$ cat config.mk
export PLATFORM = sky130hd
export DESIGN_NAME = sudoku_game_ctrl
export DESIGN_NICKNAME = d
export VERILOG_FILES = /design/src/rtl/sudoku_game_ctrl.sv
export SDC_FILE = /design/constraint.sdc
export NUM_CORES = 1
export LEC_CHECK = 0
export BUFFER_PORTS_ARGS = -buffer_cell sky130_fd_sc_hd__buf_4
export CORE_UTILIZATION = 60
export CTS_BUF_LIST = sky130_fd_sc_hd__clkbuf_4 sky130_fd_sc_hd__clkbuf_8
export DETAILED_ROUTE_END_ITERATION = 12
export HOLD_SLACK_MARGIN = 0.08
export PLACE_DENSITY = 0.94
export SLEW_MARGIN = 0
export SYNTH_ARGS = -nofsm -noshare
export SYNTH_HDL_FRONTEND = slang
export SYNTH_SLANG_ARGS = --single-unit
$ cat constraint.sdc
create_clock -name clka -period 3.45 [get_ports clka]
set_input_delay 0.345 -clock clka [delete_from_list [all_inputs] [get_ports clka]]
set_output_delay 0.345 -clock clka [all_outputs]
set_load 0.02 [all_outputs]
$ cat src/rtl/sudoku_game_ctrl.sv
// sudoku_game_ctrl: game sequencer for setup, move entry, checker handshake and win/lose tracking
module sudoku_game_ctrl #(
  parameter int N             = 9,
  parameter int IDX_W         = 4,
  parameter int DIFF_LEVELS   = 3,
  parameter int MAX_MISTAKES  = 3,
  parameter int MISS_W        = 2,
  parameter int CHECK_TIMEOUT = 16
) (
  input  logic              clka,
  input  logic              restart_n,
  input  logic              enter,
  input  logic              back,
  input  logic [IDX_W-1:0]  user_in,
  input  logic              check_done,
  input  logic              check_ok,
  input  logic              solved,
  output logic [3:0]        state,
  output logic              gen_rand_flag,
  output logic              set_board_flag,
  output logic              set_diff_flag,
  output logic              row_flag,
  output logic              col_flag,
  output logic              val_flag,
  output logic [IDX_W-1:0]  diff_reg,
  output logic [IDX_W-1:0]  row_reg,
  output logic [IDX_W-1:0]  col_reg,
  output logic [IDX_W-1:0]  val_reg,
  output logic              check_req,
  output logic              write_en,
  output logic              invalid_input,
  output logic [MISS_W-1:0] mistakes,
  output logic              win,
  output logic              lose
);
  localparam logic [3:0] S_IDLE = 4'd0, S_BOARD = 4'd1, S_DIFF = 4'd2, S_ROW = 4'd3, S_COL = 4'd4,
                         S_VAL = 4'd5, S_CHECK = 4'd6, S_WAIT = 4'd7, S_WIN = 4'd8, S_LOSE = 4'd9;
  localparam int TW = $clog2(CHECK_TIMEOUT);
  localparam logic [IDX_W-1:0]  N_V    = IDX_W'(N);
  localparam logic [IDX_W-1:0]  DIFF_V = IDX_W'(DIFF_LEVELS);
  localparam logic [MISS_W-1:0] MAX_V  = MISS_W'(MAX_MISTAKES);
  localparam logic [TW-1:0]     TO_V   = TW'(CHECK_TIMEOUT - 1);
  logic enter_q, back_q, enter_p, back_p, diff_ok, idx_ok, val_ok, timeout, reject;
  logic write_en_d, invalid_d;
  logic [3:0] state_d;
  logic [TW-1:0] timer, timer_d;
  logic [IDX_W-1:0] diff_d, row_d, col_d, val_d;
  logic [MISS_W-1:0] miss_inc, mistakes_d;
  assign enter_p  = enter & ~enter_q;
  assign back_p   = back & ~back_q;
  assign diff_ok  = user_in < DIFF_V;
  assign idx_ok   = user_in < N_V;
  assign val_ok   = (user_in != '0) && (user_in <= N_V);
  assign timeout  = timer == TO_V;
  assign reject   = (state == S_CHECK) && check_done && !check_ok;
  assign miss_inc = (mistakes >= MAX_V) ? mistakes : mistakes + 1'b1;
  // state and registered outputs; flags decode the next state so they track state exactly
  always_ff @(posedge clka or negedge restart_n) begin
    if (!restart_n) begin
      state          <= S_IDLE;
      gen_rand_flag  <= 1'b1;
      set_board_flag <= 1'b0;
      set_diff_flag  <= 1'b0;
      row_flag       <= 1'b0;
      col_flag       <= 1'b0;
      val_flag       <= 1'b0;
      check_req      <= 1'b0;
      win            <= 1'b0;
      lose           <= 1'b0;
      write_en       <= 1'b0;
      invalid_input  <= 1'b0;
      diff_reg       <= '0;
      row_reg        <= '0;
      col_reg        <= '0;
      val_reg        <= '0;
      mistakes       <= '0;
      timer          <= '0;
      enter_q        <= 1'b0;
      back_q         <= 1'b0;
    end else begin
      state          <= state_d;
      gen_rand_flag  <= state_d == S_IDLE;
      set_board_flag <= state_d == S_BOARD;
      set_diff_flag  <= state_d == S_DIFF;
      row_flag       <= state_d == S_ROW;
      col_flag       <= state_d == S_COL;
      val_flag       <= state_d == S_VAL;
      check_req      <= state_d == S_CHECK;
      win            <= state_d == S_WIN;
      lose           <= state_d == S_LOSE;
      write_en       <= write_en_d;
      invalid_input  <= invalid_d;
      diff_reg       <= diff_d;
      row_reg        <= row_d;
      col_reg        <= col_d;
      val_reg        <= val_d;
      mistakes       <= mistakes_d;
      timer          <= timer_d;
      enter_q        <= enter;
      back_q         <= back;
    end
  end
  // next-state: back_p takes priority wherever it is honoured
  always_comb begin
    state_d = state;
    case (state)
      S_IDLE:  state_d = enter_p ? S_BOARD : state;
      S_BOARD: state_d = enter_p ? S_DIFF : state;
      S_DIFF:  state_d = (enter_p && diff_ok) ? S_ROW : state;
      S_ROW:   state_d = (enter_p && idx_ok) ? S_COL : state;
      S_COL:   state_d = back_p ? S_ROW : (enter_p && idx_ok) ? S_VAL : state;
      S_VAL:   state_d = back_p ? S_COL : (enter_p && val_ok) ? S_CHECK : state;
      S_CHECK: state_d = check_done ? (check_ok ? S_WAIT : (miss_inc >= MAX_V ? S_LOSE : S_ROW))
                                    : (timeout ? S_ROW : state);
      S_WAIT:  state_d = solved ? S_WIN : S_ROW;
      S_WIN, S_LOSE: state_d = enter_p ? S_IDLE : state;
      default: state_d = S_IDLE;
    endcase
  end
  // captured fields, mistake count, pulses and check timer
  always_comb begin
    diff_d     = (state == S_IDLE) ? '0 : (state == S_DIFF && enter_p && diff_ok) ? user_in : diff_reg;
    row_d      = (state == S_IDLE) ? '0 : (state == S_ROW && enter_p && idx_ok) ? user_in : row_reg;
    col_d      = (state == S_IDLE) ? '0 : (state == S_COL && enter_p && !back_p && idx_ok) ? user_in : col_reg;
    val_d      = (state == S_IDLE) ? '0 : (state == S_VAL && enter_p && !back_p && val_ok) ? user_in : val_reg;
    mistakes_d = (state == S_IDLE) ? '0 : reject ? miss_inc : mistakes;
    write_en_d = (state == S_CHECK) && check_done && check_ok;
    invalid_d  = ((state == S_DIFF) && enter_p && !diff_ok) ||
                 ((state == S_ROW) && enter_p && !idx_ok) ||
                 ((state == S_COL) && enter_p && !back_p && !idx_ok) ||
                 ((state == S_VAL) && enter_p && !back_p && !val_ok) ||
                 ((state == S_CHECK) && !check_done && timeout);
    timer_d    = (state == S_CHECK) ? timer + 1'b1 : '0;
  end
endmodule

Word-level counts from Yosys, hierarchy flattened
Index checks and enable logic that the tools add are counted.

operators by class
  add/subtract/negate cells = 2
  magnitude comparators = 5
  equality and inequality tests = 18
  muxes and demuxes = 27
  bitwise logic cells = 4
  reduce and logical (&&, ||, !) cells = 42

operators by type and width
  operator                                                                      count
  4-bit two-way mux                                                             23
  4-bit one-hot mux with 9 select lines                                         1
  4-bit by 3-bit equality test with 1-bit output, second input constant         7
  1-bit logical AND                                                             23
  4-bit equality test, second input constant                                    5
  4-bit by 2-bit equality test with 1-bit output, second input constant         4
  2-bit nonzero test                                                            5
  4-bit by 1-bit equality test with 1-bit output, second input constant         2
  4-bit logical NOT                                                             2
  1-bit logical NOT                                                             6
  2-bit two-way mux                                                             3
  4-bit by 1-bit adder with 4-bit output, second input constant                 1
  2-bit greater-or-equal comparator, second input constant                      2
  4-bit less-or-equal comparator, second input constant                         1
  1-bit logical OR                                                              4
  4-bit by 2-bit less-than comparator with 1-bit output, second input constant  1
  4-bit less-than comparator, second input constant                             1
  4-bit nonzero test                                                            1
  2-bit by 1-bit adder with 2-bit output, second input constant                 1
  1-bit AND                                                                     2
  1-bit inverter                                                                2
  2-bit OR reduction                                                            1

word-level totals
  register bits = 39
  input bits = 11
  word-level logic and storage cells = 118

Longest topological paths before layout
Gate-level depths: netlist of the first run.

  depth in word-level cells = 8
  depth in mapped cells = 8
  mapped depth without buffers = 6

Worst setup path before layout of the first run
No wires, ideal clock.

  path kind = input-to-reg
  start = input port user_in[0]
  end = register check_req
  setup time = 0.120 ns
  arrival = 1.736 ns
  path slack = 1.594 ns
  cell stages on the path = 8
  buffers on the path = 2
  cell sequence = buf_2 -> or3_4 -> nor2_2 -> and4b_1 -> buf_6 -> a211oi_4 -> inv_2 -> and3_1

between the ends
  cells in the longest elaborated chain, start to end = 7
  elaborated cells on any way between the ends = 16

RTL lines
  element                                                                      RTL line  source
  start: declaration                                                           14        input logic [IDX_W-1:0] user_in,
  4-bit less-or-equal comparator / 4-bit nonzero test (equally long branches)  53        assign val_ok = (user_in != '0) && (user_in <= N_V);
  1-bit logical AND                                                            53
  1-bit logical AND                                                            112       S_VAL: state_d = back_p ? S_COL : (enter_p && val_ok) ? S_CHECK : state;
  4-bit two-way mux (2 in a row)                                               112
  4-bit one-hot mux with 9 select lines (*)                                    106       case (state)
  via state_d[1]                                                               45        logic [3:0] state_d;
  4-bit by 3-bit equality test with 1-bit output (*)                           88        check_req <= state_d == S_CHECK;
  end signal: assignment                                                       67        check_req <= 1'b0;
  end signal: assignment                                                       88
  end: declaration                                                             29        output logic check_req,

The timed path passes the listed nets; every way through them passes the cells marked *.
A chain may end at the register's enable or synchronous reset.

Worst setup path in the final report of the first run
  start = register state[0]
  end = register set_diff_flag

between the ends
  cells in the longest elaborated chain, start to end = 4
  elaborated cells on any way between the ends = 24

RTL lines
  element                                             RTL line  source
  start: declaration                                  18        output logic [3:0] state,
  start signal: assignment                            81        state <= state_d;
  4-bit equality test (tied with other cells)         106
  2-bit OR reduction (tied with other cells)          106
  4-bit one-hot mux with 9 select lines (*)           106
  4-bit by 2-bit equality test with 1-bit output (*)  84        set_diff_flag <= state_d == S_DIFF;
  end signal: assignment                              63        set_diff_flag <= 1'b0;
  end signal: assignment                              84
  end: declaration                                    21        output logic set_diff_flag,

Mark *: on every way between the ends. The rest lies on a longest branch, timed or not.

==> run metrics, run 1 <==
outcome=finished, final reports clean; largest net degree at the start of global routing=40; measured slew at the worst slew-check pin=0.613 ns; post-synthesis sequential area ratio=50.6%; DRT iter0 DRCs=46; Yosys warning count=0; worst rel slew slack=59.2%; f_max=468 MHz; CP Launch Type=register; unrepaired setup endpoints after global routing=no; Root Driver=clkbuf_4; Worst-Skew Late Latency=0.34 ns; Yosys reg bits=39; io pins=44; DP HPWL=2860 um; CP max-delay cell=dfrtp_1; ys async rst share=100%; Post-synth EDFFs=0; Avg Inst Size Synth=10.9 um2; H-tree depth=2; Num CTS Buffers=5; Main synth FF type=dfrtp_1; Die Height=58.7 um; WL/cell=15.0 um; row cnt=20; CTS tree=yes; pwr dens=508 nW/um2; I/O Buffers=43; fin nets=230; grt ovf=0; final period utilization=61.9%; antenna-violating nets left=0; count of cell types in the netlist=52; Max IR drop VDD=0.372 mV; Finish-stage setup viols=0; first-pass GRT wire length=6550 um; via count=1,507; DRT Pass-1 Iters=4; clock tree buffer depth=2; Clock Skew=0.00595 ns; clk slew on worst S/H paths=0.10 ns; vias in the first global route=1,437; Critical Path RT=3.72 ns; die area=3450 um2; die width=58.7 um; Placeable Area=3050 um2; Area Growth Syn to Fin=18.0%; RePlAce Congestion=0.997; Hold WC Path Type=in2reg; Max Slew Vio Count=0; # DRC=0; number of diodes=0; crit path kind=reg2reg; Pleak=1.16 nW; crit end category=register; clk sink count=39; Post-Syn Area=1930 um2; fin util=74.7%; GRT Total Usage=25.6%; Arrival @ worst endpoint=2.40 ns; CP max stage delay=0.74 ns; drt via density=5.77; instance count of the mapped netlist=177; CP max FO=18; final setup TNS=0 ns; Max Cap Viol=0; WL final=3900 um; syn nets=189; initial core utilization=63.3%; initial antenna violation count=0; Final Critical Period=2.14 ns; fraction of layout cells with a size suffix above 1=30.0%; Min Hold Slack=0.120 ns; Hold Fails Final Rpt=0; Critical Path, Cell by Cell=nor2b_1 > nand4_1 > o311ai_1 > a211oi_2 > nor3b_1
## cell usage after synthesis, types with 2 or more instances
library cell	count	share of area, %
o211ai_1	2	0.78
nor4_1	2	0.65
dfrtp_1	38	49
and3_1	5	1.6
and2_1	3	0.97
buf_2	3	0.78
a21oi_1	3	0.78
inv_1	5	0.97
nand2b_1	4	1.3
o31ai_1	2	0.78
nor2_1	27	5.2
nand3_1	3	0.78
a211oi_1	2	0.78
buf_6	4	2.3
o21ai_0	3	0.78
nor3b_1	2	0.78
nor3_1	5	1.3
nor2b_1	2	0.65
mux2i_1	15	7.8
nand4_1	2	0.65
buf_4	2	0.78
nor4b_1	2	0.91
nand2_1	11	2.1
xnor2_1	2	0.91
## cell type report
type                            instances  area, um2
Clock buffer                            6       45.0
Fill cell                             240        773
Inverter                                6       22.5
Multi-Input combinational cell        121        840
Sequential cell                        39        977
Tap cell                               44       55.1
Timing Repair Buffer                   45        340
## kinds of logic (layout without fill, tap and decap cells)
kind of cell / count (synthesis) / after routing / share of synthesized area [%]
DFF: 39 / 39 / 50.6
and+or+nand+nor: 78 / 78 / 23.1
adders and majority gates: 1 / 1 / 0.648
buffers and inverters: 17 / 57 / 5.96
muxes: 15 / 15 / 7.77
xor gates and xnor gates: 3 / 3 / 1.36
AOI/OAI and AO/OA: 24 / 24 / 10.6
## worst paths after layout
path                                          from                       to  slack (ns)  cells after the start
worst max-delay path            state[0]$_DFF_PN0_  set_diff_flag$_DFF_PN0_        1.31                      5
max in group asynchronous                restart_n  gen_rand_flag$_DFF_PN1_        2.60                      2
worst min register to register  timer[0]$_DFF_PN0_       timer[0]$_DFF_PN0_        0.48                      1
worst min-delay path                          back         back_q$_DFF_PN0_        0.12                      1
min in group asynchronous                restart_n           lose$_DFF_PN0_        0.50                      2
worst max register to register  state[0]$_DFF_PN0_  set_diff_flag$_DFF_PN0_        1.31                      5
## layer usage
metal | vias to the layer above | routed length (um) | global-route usage, %
met5 | - | 0 | 0
met4 | 0 | 51 | 11.6
met3 | 6 | 281 | 5.49
met2 | 69 | 1890 | 42.2
met1 | 728 | 1680 | 32.4
li1 | 704 | - | -
## power by group
| part | internal, W | total [W] | switching (W) |
|---|---|---|---|
| clock | 0.0000803 | 0.000210 | 0.000129 |
| combinational | 0.000160 | 0.000385 | 0.000225 |
| sequential | 0.000499 | 0.000563 | 0.0000646 |
| total | 0.000739 | 0.00116 | 0.000419 |
## worst max-delay path, delay by kind of cell, from the launching register on
kind               cells  cell delay [ns]
AOI/OAI and AO/OA      2             0.60
and+or+nand+nor        3             0.72
DFF                    1             0.74
## through the flow
stage	total power, W	std cells	worst slack (ns)	cell area [um2]
after global placement	0.000945	254	1.43	2220
after floorplan	0.000829	177	1.59	1930
after detailed placement	0.000953	254	1.38	2220
final	0.00116	261	1.31	2280
after CTS	0.00116	261	1.37	2280
after global routing	0.00122	261	1.12	2280
## placed cells by master, fill, tap and decap left out, types with 2 or more instances in the layout
cell,Yosys,routed
a211oi_1,2,2
a21oi_1,3,3
and2_1,3,3
and3_1,5,5
buf_4,2,44
clkbuf_4,0,6
dfrtp_1,38,38
inv_1,5,5
mux2i_1,15,15
nand2_1,11,11
nand2b_1,4,4
nand3_1,3,3
nand4_1,2,2
nor2_1,27,27
nor2b_1,2,2
nor3_1,5,5
nor3b_1,2,2
nor4_1,2,2
nor4b_1,2,2
o211ai_1,2,2
o21ai_0,3,3
o31ai_1,2,2
xnor2_1,2,2
## what timing repair did
action,in CTS,in global routing
hold buffers,1,0
resized for setup,0,0
endpoints found under the hold margin,38,0
setup buffers,0,0
Note: power is estimated with default switching activity, not from simulation.
==> inputs of run 2 (changes only) <==
--- a/config.mk
+++ b/config.mk
@@ -5,12 +5,13 @@
 export SDC_FILE = /design/constraint.sdc
 export NUM_CORES = 1
 export LEC_CHECK = 0
+export ABC_AREA = 1
 export BUFFER_PORTS_ARGS = -buffer_cell sky130_fd_sc_hd__buf_4
-export CORE_UTILIZATION = 60
+export CORE_UTILIZATION = 50
 export CTS_BUF_LIST = sky130_fd_sc_hd__clkbuf_4 sky130_fd_sc_hd__clkbuf_8
 export DETAILED_ROUTE_END_ITERATION = 12
 export HOLD_SLACK_MARGIN = 0.08
-export PLACE_DENSITY = 0.94
+export PLACE_DENSITY = 0.85
 export SLEW_MARGIN = 0
 export SYNTH_ARGS = -nofsm -noshare
 export SYNTH_HDL_FRONTEND = slang
==> constraint.sdc (replaced) <==
create_clock -name clka -period 1.81 [get_ports clka]
set_input_delay 0.181 -clock clka [delete_from_list [all_inputs] [get_ports clka]]
set_output_delay 0.181 -clock clka [all_outputs]
set_load 0.02 [all_outputs]
==> run 2 against run 1 <==
Against the previous run: critical path depth increased by 4; synthesized area shrank 3.6%; via count up 5.6%; highest routed layer unchanged; sequential share of layout area shrank 1.9 points; combinational power rose to 4.4 times the previous value; register-to-register slack worse by 1.0 ns; flip-flop and latch count unchanged; first-iteration DRC count is 13% higher; largest power group is now combinational logic; global-route usage decreased by 3.8 points; sequential power increased by 120%.
==> run metrics, run 2 <==
WL/cell=12.1 um; unrepaired setup endpoints after global routing=no; Worst-Skew Late Latency=0.29 ns; DRT iter0 DRCs=52; FF/Latch Area=977 um2; Reg2Reg Setup Slack=0.27 ns; Die Height=63.0 um; CP max FO=8; count leader, synth=nand2_1; Root Driver=clkbuf_8; most common cell after layout, fill and taps aside=nand2_1; measured slew at the worst slew-check pin=0.466 ns; Final Critical Period=1.64 ns; Num CTS Buffers=5; Arrival @ worst endpoint=1.80 ns; row cnt=21; I/O Buffers=43; GRT Total Usage=21.8%; Avg Inst Size Synth=8.42 um2; Post-CTS Resized=0; RePlAce Congestion=0.855; syn nets=233; grt ovf=0; initial core utilization=54.1%; count of cell types in the netlist=22; commonest cells in the netlist=nand2_1 (49), dfrtp_1 (38), inv_1 (32), nor2_1 (30), o21ai_0 (18); f_max=608 MHz; DP HPWL=2920 um; die width=63.0 um; Post-Place Worst Slack=0.239 ns; outcome=finished, final reports clean; Max Slew Vio Count=0; fraction of layout cells with a size suffix above 1=29.9%; setup ws final=0.166 ns; Finish-stage setup viols=0; Post-Syn Area=1860 um2; Placeable Area=3440 um2; Post-synth EDFFs=0; Main synth FF type=dfrtp_1; clock tree buffer depth=2; Clock Skew=0.00593 ns; antenna-violating nets left=0; Final Cell Area=2380 um2; worst rel slew slack=68.9%; via count=1,591; Min Hold Slack=0.134 ns; first-pass GRT wire length=6640 um; clk slew on worst S/H paths=0.07 ns; Synth area leaders=dfrtp_1 (51%), nand2_1 (9.9%), inv_1 (6.5%), nor2_1 (6.0%), o21ai_0 (4.8%); Hold Fails Final Rpt=0; WL final=3910 um; CP Launch Type=input pin; Critical Path RT=1.97 ns; CTS tree=yes; Multi-input gate area=757 um2; vias in the first global route=1,516; Area Growth Syn to Fin=28.0%; io pins=44; drt via density=4.91; final period utilization=90.8%; Yosys reg bits=39; crit end category=register; fin nets=289; placed instance area=2250 um2; initial antenna violation count=0; ys async rst share=100%; DRT Pass-1 Iters=4; commonest cells after routing, fill and taps aside=nand2_1 (49), buf_4 (46), dfrtp_1 (38); Pleak=1.29 nW; Max IR drop VDD=0.775 mV; Fillers=304; largest area contributor in the netlist=dfrtp_1; die area=3970 um2; Max Cap Viol=0; Hold WC Path Type=in2reg; final setup TNS=0 ns; instance count of the mapped netlist=221; number of diodes=0; post-synthesis sequential area ratio=52.5%; clk sink count=39; # DRC=0; crit path kind=in2reg; H-tree depth=2; Yosys warning count=0; Synth top area share=51.1%; pwr dens=1480 nW/um2; largest net degree at the start of global routing=40
-- run 2: changes by cell type in the layout (fill, tap and decap cells not counted), sizes merged, moves of 4 or more --
| cell | before | now |
|---|---|---|
| mux2i | 15 | 0 |
| o21ai | 4 | 20 |
| nand2b | 4 | 0 |
| inv | 6 | 34 |
| and3 | 5 | 0 |
| a211oi | 4 | 0 |
| nand2 | 11 | 57 |
| nand3 | 3 | 18 |
| nor2 | 28 | 40 |
-- run 2: cells by family after synthesis --
logic type / after synthesis / synth area share (%)
buffers and inverters: 34 / 6.86
and+or+nand+nor: 117 / 30.3
DFF: 39 / 52.5
xor gates and xnor gates: 1 / 0.471
AOI/OAI and AO/OA: 29 / 9.21
adders and majority gates: 1 / 0.672
-- run 2: routing by layer --
| layer | vias up | global-route usage, % | routed length (um) |
|---|---|---|---|
| li1 | 808 | - | - |
| met5 | - | 0 | 0 |
| met1 | 723 | 27.4 | 1800 |
| met2 | 51 | 34.8 | 1820 |
| met4 | 0 | 8.72 | 72 |
| met3 | 9 | 6.75 | 208 |
-- run 2: worst paths after layout --
kind | from | endpoint | depth (start not counted)
hold / removal | check_ok | write_en$_DFF_PN0_ | 3
max in group asynchronous | restart_n | gen_rand_flag$_DFF_PN1_ | 2
hold reg to reg | timer[0]$_DFF_PN0_ | timer[0]$_DFF_PN0_ | 1
setup / recovery | back | val_reg[2]$_DFFE_PN0P_ | 9
setup reg to reg | state[0]$_DFF_PN0_ | check_req$_DFF_PN0_ | 8
min in group asynchronous | restart_n | mistakes[0]$_DFFE_PN0P_ | 2
-- run 2: worst max-delay path: stages --
cell and delay [ns]:
dlygate4sd3_1 0.53, buf_4 0.11, inv_1 0.03, nor2_1 0.17, inv_1 0.11, nand3_2 0.10
nor2_1 0.06, nor2_1 0.36, o21ai_0 0.15
-- run 2: metrics by stage --
| stage | power, W | cells | util [%] |
|---|---|---|---|
| floorplan | 0.00238 | 221 | - |
| global placement | 0.00293 | 311 | 65.4 |
| detailed placement | 0.00297 | 311 | 65.4 |
| CTS | 0.00357 | 322 | 68.8 |
| global route | 0.00381 | 324 | 69.2 |
| finish | 0.00354 | 324 | 69.2 |
-- run 2: report_power, final --
group          internal (W)  switching (W)
Combinational      0.000604        0.00110
Clock              0.000284       0.000294
Sequential          0.00110       0.000157
-- run 2: final cells by class --
cell class                      count  area share (%)
Sequential cell                    39            41.0
Clock inverter                      2           0.525
Timing Repair Buffer               49            15.7
Inverter                           34            5.35
Multi-Input combinational cell    148            31.8
Tap cell                           46            2.41
Clock buffer                        6            3.20
-- run 2: what timing repair did --
item                                   4_1_cts  5_1_grt
hold buffers                                 3        0
setup buffers                                0        2
endpoints found under the hold margin       40        0
setup endpoints to repair                    0        8
